[config.mk]
export PLATFORM = sky130hd
export DESIGN_NAME = zhadan_matrix_ctrl
export DESIGN_NICKNAME = d
export VERILOG_FILES = /design/src/rtl/zhadan_matrix_ctrl_pkg.sv /design/src/rtl/zhadan_matrix_ctrl_tick_gen.sv /design/src/rtl/zhadan_matrix_ctrl.sv
export SDC_FILE = /design/constraint.sdc
export NUM_CORES = 1
export LEC_CHECK = 0
export CAP_MARGIN = 20
export CELL_PAD_IN_SITES_DETAIL_PLACEMENT = 1
export CELL_PAD_IN_SITES_GLOBAL_PLACEMENT = 1
export CORE_MARGIN = 5
export CORE_UTILIZATION = 39
export CTS_CLUSTER_DIAMETER = 80
export DETAILED_ROUTE_END_ITERATION = 16
export PLACE_DENSITY = 0.75
export SLEW_MARGIN = 5
export SYNTH_ARGS = -nofsm -noshare
export SYNTH_HDL_FRONTEND = slang
export SYNTH_SLANG_ARGS = --single-unit
[constraint.sdc]
create_clock -name clk -period 1.8 [get_ports clk]
set_clock_uncertainty 0.05 [all_clocks]
set_input_delay 0.27 -clock clk [delete_from_list [all_inputs] [get_ports clk]]
set_output_delay 0.27 -clock clk [all_outputs]
set_load 0.1 [all_outputs]
[src/rtl/zhadan_matrix_ctrl_pkg.sv]
// Shared definitions for the bomb/fuse LED matrix driver: FSM state codes
// and the column masks that draw the fuse and the bomb body.
package zhadan_matrix_ctrl_pkg;

  localparam logic [2:0] ST_IDLE = 3'd0;
  localparam logic [2:0] ST_BURN = 3'd1;
  localparam logic [2:0] ST_HOLD = 3'd2;
  localparam logic [2:0] ST_SAFE = 3'd3;
  localparam logic [2:0] ST_FAIL = 3'd4;

  localparam int MAX_COLS = 64;

  // Inner pair of columns: the fuse and the top/bottom of the body ring.
  function automatic logic [MAX_COLS-1:0] col_mask_a(input int cols);
    return MAX_COLS'(3) << (cols / 2 - 1);
  endfunction

  // Pair just outside the inner pair: the sides of the body ring.
  function automatic logic [MAX_COLS-1:0] col_mask_b(input int cols);
    return (MAX_COLS'(1) << (cols / 2 - 2)) | (MAX_COLS'(1) << (cols / 2 + 1));
  endfunction

endpackage

[src/rtl/zhadan_matrix_ctrl_tick_gen.sv]
// Enabled modulo-DIV divider: emits a one-cycle tick on every DIV-th enabled
// cycle. clr parks the count at zero.
module zhadan_tick_gen #(
  parameter int DIV = 100
) (
  input  logic clk,
  input  logic rst,
  input  logic en,
  input  logic clr,
  output logic tick
);

  localparam int CW = $clog2(DIV);
  localparam logic [CW-1:0] LAST = CW'(DIV - 1);

  logic [CW-1:0] cnt;

  // NOTE: sequential state uses non-blocking assignments so every register
  // samples pre-edge values, regardless of block ordering.
  always_ff @(posedge clk) begin
    if (rst || clr) begin
      cnt <= '0;
    end else if (en) begin
      cnt <= (cnt == LAST) ? '0 : cnt + 1'b1;
    end
  end

  assign tick = en && !clr && (cnt == LAST);

endmodule

[src/rtl/zhadan_matrix_ctrl.sv]
// Bicolour LED matrix driver drawing a bomb whose fuse burns down row by row,
// with pause, defuse, fail flash and a burnt-row count.
module zhadan_matrix_ctrl
  import zhadan_matrix_ctrl_pkg::*;
#(
  parameter int ROWS      = 8,
  parameter int COLS      = 8,
  parameter int FUSE_ROWS = 4,
  parameter int TICK_DIV  = 100,
  parameter int BLINK_DIV = 50
) (
  input  logic                             clk,
  input  logic                             rst,
  input  logic                             BombSwitch,
  input  logic                             start,
  input  logic                             defuse,
  output logic [ROWS-1:0]                  hang,
  output logic [COLS-1:0]                  red,
  output logic [COLS-1:0]                  gre,
  output logic                             fail,
  output logic                             defused,
  output logic [$clog2(FUSE_ROWS+1)-1:0]   burnt
);

  localparam int RW = $clog2(ROWS);
  localparam int BW = $clog2(FUSE_ROWS + 1);
  localparam logic [MAX_COLS-1:0] MASK_A_W = col_mask_a(COLS);
  localparam logic [MAX_COLS-1:0] MASK_B_W = col_mask_b(COLS);
  localparam logic [COLS-1:0] MASK_A     = MASK_A_W[COLS-1:0];
  localparam logic [COLS-1:0] MASK_B     = MASK_B_W[COLS-1:0];
  localparam logic [RW-1:0]   LAST_ROW   = RW'(ROWS - 1);
  localparam logic [RW-1:0]   FUSE_END   = RW'(FUSE_ROWS);
  localparam logic [BW-1:0]   LAST_FUSE  = BW'(FUSE_ROWS - 1);

  logic [RW-1:0]   r;
  logic [2:0]      state;
  logic            blink;
  logic            armed;
  logic            fuse_en, fuse_clr, fuse_tick;
  logic            blink_en, blink_clr, blink_tick;
  logic [ROWS-1:0] row_strobe;
  logic [COLS-1:0] body_mask, img_red, img_gre;

  assign armed = (state == ST_IDLE) || (state == ST_BURN) || (state == ST_HOLD);

  // The cycle that starts or resumes the burn already counts toward the fuse.
  assign fuse_en   = BombSwitch && armed && start && !defuse;
  assign fuse_clr  = !armed;
  assign blink_en  = BombSwitch && (state == ST_FAIL);
  assign blink_clr = (state != ST_FAIL);

  zhadan_tick_gen #(.DIV(TICK_DIV)) u_fuse_tick (
    .clk  (clk),
    .rst  (rst),
    .en   (fuse_en),
    .clr  (fuse_clr),
    .tick (fuse_tick)
  );

  zhadan_tick_gen #(.DIV(BLINK_DIV)) u_blink_tick (
    .clk  (clk),
    .rst  (rst),
    .en   (blink_en),
    .clr  (blink_clr),
    .tick (blink_tick)
  );

  // NOTE: every variable assigned here gets a default first, so no path
  // leaves it unassigned and no latch is inferred.
  always_comb begin
    img_red    = '0;
    img_gre    = '0;
    body_mask  = (r == FUSE_END || r == LAST_ROW) ? MASK_A : MASK_B;
    row_strobe = ~({{(ROWS-1){1'b0}}, 1'b1} << (LAST_ROW - r));
    if (int'(r) < FUSE_ROWS) begin
      if (int'(r) >= int'(burnt)) begin
        img_red = MASK_A;
        img_gre = MASK_A;
      end
    end else begin
      case (state)
        ST_SAFE: img_gre = body_mask;
        ST_FAIL: img_red = blink ? body_mask : '0;
        default: img_red = body_mask;
      endcase
    end
  end

  always_ff @(posedge clk) begin
    if (rst) begin
      hang    <= '1;
      red     <= '0;
      gre     <= '0;
      fail    <= 1'b0;
      defused <= 1'b0;
      burnt   <= '0;
      r       <= '0;
      blink   <= 1'b0;
      state   <= ST_IDLE;
    end else if (!BombSwitch) begin
      hang <= '1;
      red  <= '0;
      gre  <= '0;
    end else begin
      hang <= row_strobe;
      red  <= img_red;
      gre  <= img_gre;
      r    <= (r == LAST_ROW) ? '0 : r + 1'b1;
      if (blink_tick) blink <= ~blink;
      if (armed) begin
        // Defuse outranks both the final tick and a dropped start.
        if (defuse) begin
          state   <= ST_SAFE;
          defused <= 1'b1;
        end else begin
          if (fuse_tick) burnt <= burnt + 1'b1;
          if (fuse_tick && burnt == LAST_FUSE) begin
            state <= ST_FAIL;
            fail  <= 1'b1;
          end else if (start) begin
            state <= ST_BURN;
          end else if (state == ST_BURN) begin
            state <= ST_HOLD;
          end
        end
      end
    end
  end

endmodule

# Word-level counts from Yosys, hierarchy flattened
# Index checks and enable logic that the tools add are counted.
totals:
  reg_bits: 49
  in_bits: 5
  output_inout_bits: 29
  elab_cells: 72
op_classes:
  addsub: 5
  magnitude_cmp: 2
  eq_ne: 10
  shift: 1
  muxes: 14
  n_bitwise: 4
  n_reduce_logical: 25
op_table:
  columns: ["op", "count"]
  rows:
  - ["2-to-1 mux 6 bit", 4]
  - ["2-to-1 mux 8 bit", 2]
  - ["2-to-1 mux 3 bit", 5]
  - ["one-hot mux 6 bit (2 select lines)", 1]
  - ["== test 3 x 2 -> 1 bit, second input constant", 3]
  - ["== test 3 bit, second input constant", 3]
  - ["logical AND 1 bit", 9]
  - ["NOT 8 bit", 1]
  - ["AND reduction 4 bit", 2]
  - ["left shift 1 x 3 -> 8 bit, first input constant", 1]
  - ["adder 7 x 1 -> 7 bit, second input constant", 1]
  - ["== test 7 bit, second input constant", 1]
  - ["2-to-1 mux 7 bit", 1]
  - ["adder 3 x 1 -> 3 bit, second input constant", 2]
  - ["adder 6 x 1 -> 6 bit, second input constant", 1]
  - ["== test 6 bit, second input constant", 1]
  - ["AND reduction 3 bit", 2]
  - ["logical OR 1 bit", 5]
  - ["2-to-1 mux 5 bit", 1]
  - ["nonzero test 4 bit", 1]
  - ["== test 3 x 1 -> 1 bit, second input constant", 1]
  - [">= comparator 3 bit", 1]
  - ["logical NOT 1 bit", 3]
  - ["logical NOT 3 bit", 1]
  - ["other kinds (6)", 8]

# Longest topological paths before layout
depth:
  word_depth: 11
  depth_mapped: 6
  depth_no_buf: 6

# Hierarchy
# From an unflattened synthesis, not the netlist that was laid out.
hier_totals:
  cells_unflattened: 190
  hier_area_um2: 1765.4
modules_own_cells:
  columns: ["module", "n_inst", "cells_each", "area_each_um2", "seq_area_each_um2"]
  rows:
  - ["zhadan_matrix_ctrl", 1, 124, 1164.9, 480.5]
  - ["zhadan_tick_gen (u_fuse_tick)", 1, 35, 315.3, 140.1]
  - ["zhadan_tick_gen (u_blink_tick)", 1, 31, 285.3, 120.1]

# Worst setup path after synthesis
# No wires, ideal clock.
synth_timing:
  path_kind: "reg-to-reg"
  start: "reg burnt[0]"
  end: "reg red[3]"
  setup_ns: 0.129
  t_arrival_ns: 1.933
  required_time_ns: 1.621
  path_slack_ns: -0.312
  stages_incl_launch_ff: 6
  n_path_buf: 0
  period_less_slack_ns: 2.112
  path_cell_list: "dfxtp_1 ha_1 nand2b_1 a211o_1 o211ai_1 o21ai_0"
synth_via:
  elab_chain_len: 3
synth_rtl:
  columns: ["item", "line_no", "rtl"]
  rows:
  - ["start, declared", "zhadan_matrix_ctrl.sv:22", "output logic [$clog2(FUSE_ROWS+1)-1:0] burnt"]
  - ["start signal, assigned", "zhadan_matrix_ctrl.sv:116", "if (fuse_tick) burnt <= burnt + 1'b1;"]
  - [">= comparator 3 bit", "zhadan_matrix_ctrl.sv:76", "if (int'(r) >= int'(burnt)) begin"]
  - ["2-to-1 mux 5 bit", "zhadan_matrix_ctrl.sv:76", null]
  - ["2-to-1 mux 8 bit", "zhadan_matrix_ctrl.sv:75", "if (int'(r) < FUSE_ROWS) begin"]
  - ["end signal, assigned", "zhadan_matrix_ctrl.sv:106", "red <= img_red;"]
  - ["end, declared", "zhadan_matrix_ctrl.sv:18", "output logic [COLS-1:0] red,"]
# Every way passes these cells.
# A chain may end at the register's enable or synchronous reset.

# Worst setup path in the final report
layout_timing:
  start: "reg u_fuse_tick.cnt[0]"
  end: "reg state[0]"
layout_via:
  elab_chain_len: 5
  elab_cells_between_ends: 7
  classes_between: "eq/ne (1); mux (2); reduce/logical (4)"
layout_rtl:
  columns: ["item", "line_no", "rtl"]
  rows:
  - ["start, declared", "zhadan_matrix_ctrl_tick_gen.sv:16", "logic [CW-1:0] cnt;"]
  - ["start signal, assigned", "zhadan_matrix_ctrl_tick_gen.sv:24", "cnt <= (cnt == LAST) ? '0 : cnt + 1'b1;"]
  - ["== test 7 bit *", "zhadan_matrix_ctrl_tick_gen.sv:28", "assign tick = en && !clr && (cnt == LAST);"]
  - ["logical AND 1 bit *", "zhadan_matrix_ctrl_tick_gen.sv:28", null]
  - ["logical AND 1 bit *", "zhadan_matrix_ctrl.sv:117", "if (fuse_tick && burnt == LAST_FUSE) begin"]
  - ["nonzero test 4 bit (no source line) or 2-to-1 mux 3 bit (tied branches)", null, null]
  - ["AND reduction 3 bit (no source line) or 2-to-1 mux 3 bit (tied branches)", null, null]
  - ["end signal, assigned", "zhadan_matrix_ctrl.sv:118", "state <= ST_FAIL;"]
  - ["end signal, assigned", "zhadan_matrix_ctrl.sv:121", "state <= ST_BURN;"]
  - ["end signal, assigned", "zhadan_matrix_ctrl.sv:123", "state <= ST_HOLD;"]
  - ["end, declared", "zhadan_matrix_ctrl.sv:36", "logic [2:0] state;"]
# Mark *: on every way between the ends. The rest lies on a longest branch, timed or not.

==> flow_metrics.tcl <==
set metrics [dict create \
    status "complete, no violations" \
    r2r_cells 5 \
    grt_pass1_vias 1472 \
    synth_cell_types 39 \
    p_per_area_mw_per_mm2 802.2 \
    synth_top_area_frac 0.4178 \
    nets 241 \
    synthArstFlopShare 0 \
    cts_hold_buf 0 \
    cts_buffers 5 \
    final-seq-area_sq_um 744.5 \
    setup_viol 0 \
    yosys-top-cells-area "dfxtp_1 (42%), ha_1 (9.9%), buf_4 (5.5%)" \
    cts_setup_buffers 0 \
    die_y_um 77.43 \
    syn_area_sq_mm 0.001773 \
    antenna_found_initial 0 \
    critPathRequiredTime_ns 1.94 \
    die_w_um 77.43 \
    synth_edf_count 0 \
    fin_util 0.5217 \
    antenna_left 0 \
    design_area_sq_mm 0.002287 \
    place.gp.congestion 0.8527 \
    yosys_warnings 0 \
    drtIter0Drc 48 \
    arrival_ns 1.82 \
    netlist_instances 190 \
    firstDrtPassIters 4 \
    cts.sinks 37 \
    ioPinCount 34 \
    leakage_nw 0.9376 \
    grt_overflow 0 \
    synth.avg_cell_area_sq_um 9.331 \
    drive_above_1_share 0.2287 \
    grt_max_degree 17 \
    numPortBuffers 25 \
    multiInputGateArea_sq_um 907.1 \
    cp-end-kind "flip-flop" \
    ctsHtreeMaxLevel 2 \
    critPathMaxFanout 7 \
    setup_slack_ns 0.1212 \
    finalCritPeriodShare 0.9327 \
    start_util 0.4044 \
    cts_buffer_depth 2 \
    cts_tree "done" \
    syn2layout_area_growth_pct 29.00 \
    vias_per_cell 5.058 \
    grt_pass1_wl_um 6796 \
    dp_slack_ns -0.1313 \
    root_buffer "clkbuf_8" \
    wl_per_cell_um 14.64 \
    n_antenna_cell 0 \
    dpl.hpwl_um 3085 \
    num-fill-cells 492 \
    min_path_cells 2 \
    synth_seq_cells 37 \
    ys_dominant_reg_cell "dfxtp_1" \
    remaining_drc_errors 0 \
    maxCapViolations 0 \
    crit_type "reg2reg" \
    rsz0062_at_grt "false" \
    fin_crit_ns 1.679 \
    fin_tns_setup_ns 0 \
    rows 24 \
    whs_ns 0.4962 \
    synth_largest_area_cell "dfxtp_1" \
    hold_viol 0 \
    place_inst 267 \
    synth_most_common_cell "dfxtp_1" \
    placed_area_sq_mm 0.002185 \
    grtUsageTotal 0.1403 \
    drv_slew 0 \
    routed_wl_um 4027 \
    fmax_ghz 0.5956 \
    holdCritPathClass "reg2reg" \
    layout.cells.non_filler 275 \
    dieArea_sq_mm 0.005995 \
    clkTransAtPathRegs_ns 0.07 \
    peakVddDrop_mv 0.4023 \
    num_vias 1391 \
    cp-start-kind "flip-flop" \
    power.total_mw 1.835 \
    core_sq_mm 0.004384 \
    synth_sequential_area_ratio 0.4178 \
    synth_common_cells "dfxtp_1 (37), nor2_1 (26), nand2_1 (19)" \
    clk_latency_ns 0.29 \
]
## sequential cells by signal, summed over array words and instances, names as in the netlist
| name | cells |
|---|---|
| blink | 1 |
| defused | 1 |
| state | 3 |
| r | 3 |
| hang | 8 |
| red | 2 |
| gre | 2 |
| u_fuse_tick.cnt | 7 |
| fail | 1 |
| u_blink_tick.cnt | 6 |
| burnt | 3 |
## power breakdown
part / switching (mW) / internal [mW] / leakage, nW / total, mW
registers: 0.0228 / 0.838 / 0.302 / 0.860
clock network: 0.294 / 0.346 / 0.0542 / 0.640
logic: 0.238 / 0.0970 / 0.581 / 0.335
## path summary, 6_finish.rpt
check	start	slack (ns)	to
max	u_fuse_tick.cnt[0]$_SDFFE_PP0N_	0.12	state[0]$_SDFFE_PP0P_
min	fail$_SDFFE_PP0P_	0.50	fail$_SDFFE_PP0P_
max reg2reg	u_fuse_tick.cnt[0]$_SDFFE_PP0N_	0.12	state[0]$_SDFFE_PP0P_
min reg2reg	fail$_SDFFE_PP0P_	0.50	fail$_SDFFE_PP0P_
## per-layer routing
metal  share of wire  GRT usage  vias to the layer above
li1                -          -                      684
met1            0.39     0.1371                      670
met2            0.54     0.2635                       30
met3           0.055    0.05324                        7
met4           0.015    0.05498                        0
met5               0          0                        -
## critical path, stage by stage, from the launching register on
cell and delay (ns):
dfxtp_1 0.34, ha_1 0.21, and4b_4 0.22, and4_2 0.29
buf_4 0.16, a2111oi_4 0.31
## repair_timing
item | in CTS | in global routing
gates resized for setup | 0 | 1
setup endpoints to repair | 0 | 1
hold endpoints to repair | 0 | 0
## cell type report
cell class,count,area share
tap,52,0.02845
inverter,7,0.01149
clock inverter,1,0.002188
clock buffer,7,0.04212
timing repair buffer,36,0.1937
multi-input combinational,135,0.3966
sequential,37,0.3255
## kinds of logic after synthesis
group	share of synthesized area
xor+xnor	0.06422
mux	0.01694
compound gates	0.08821
simple gates	0.2258
flops	0.4178
fa+ha+maj	0.09880
other cells	0.002115
buf+inv	0.08609
## layout by cell type, fill, tap and decap left out, types with 2 or more instances in the layout
master            n
xor2_1           10
inv_1             7
o21ai_0           2
a21oi_1           5
nor2b_1           2
and3_1            2
a211oi_1          2
clkdlybuf4s50_1   4
a21o_1            2
clkbuf_8          7
ha_1             14
nor3_1            5
dfxtp_1          34
xnor2_1           3
nand4_1           7
nand2_1          19
conb_1            8
nand3b_1          2
and4bb_2          2
nand2b_1          2
buf_4            19
o22ai_1           2
and2_1            4
buf_12           13
mux2i_1           3
nor2_1           26
dfxtp_2           3
Power figures use the tool's default switching activity.
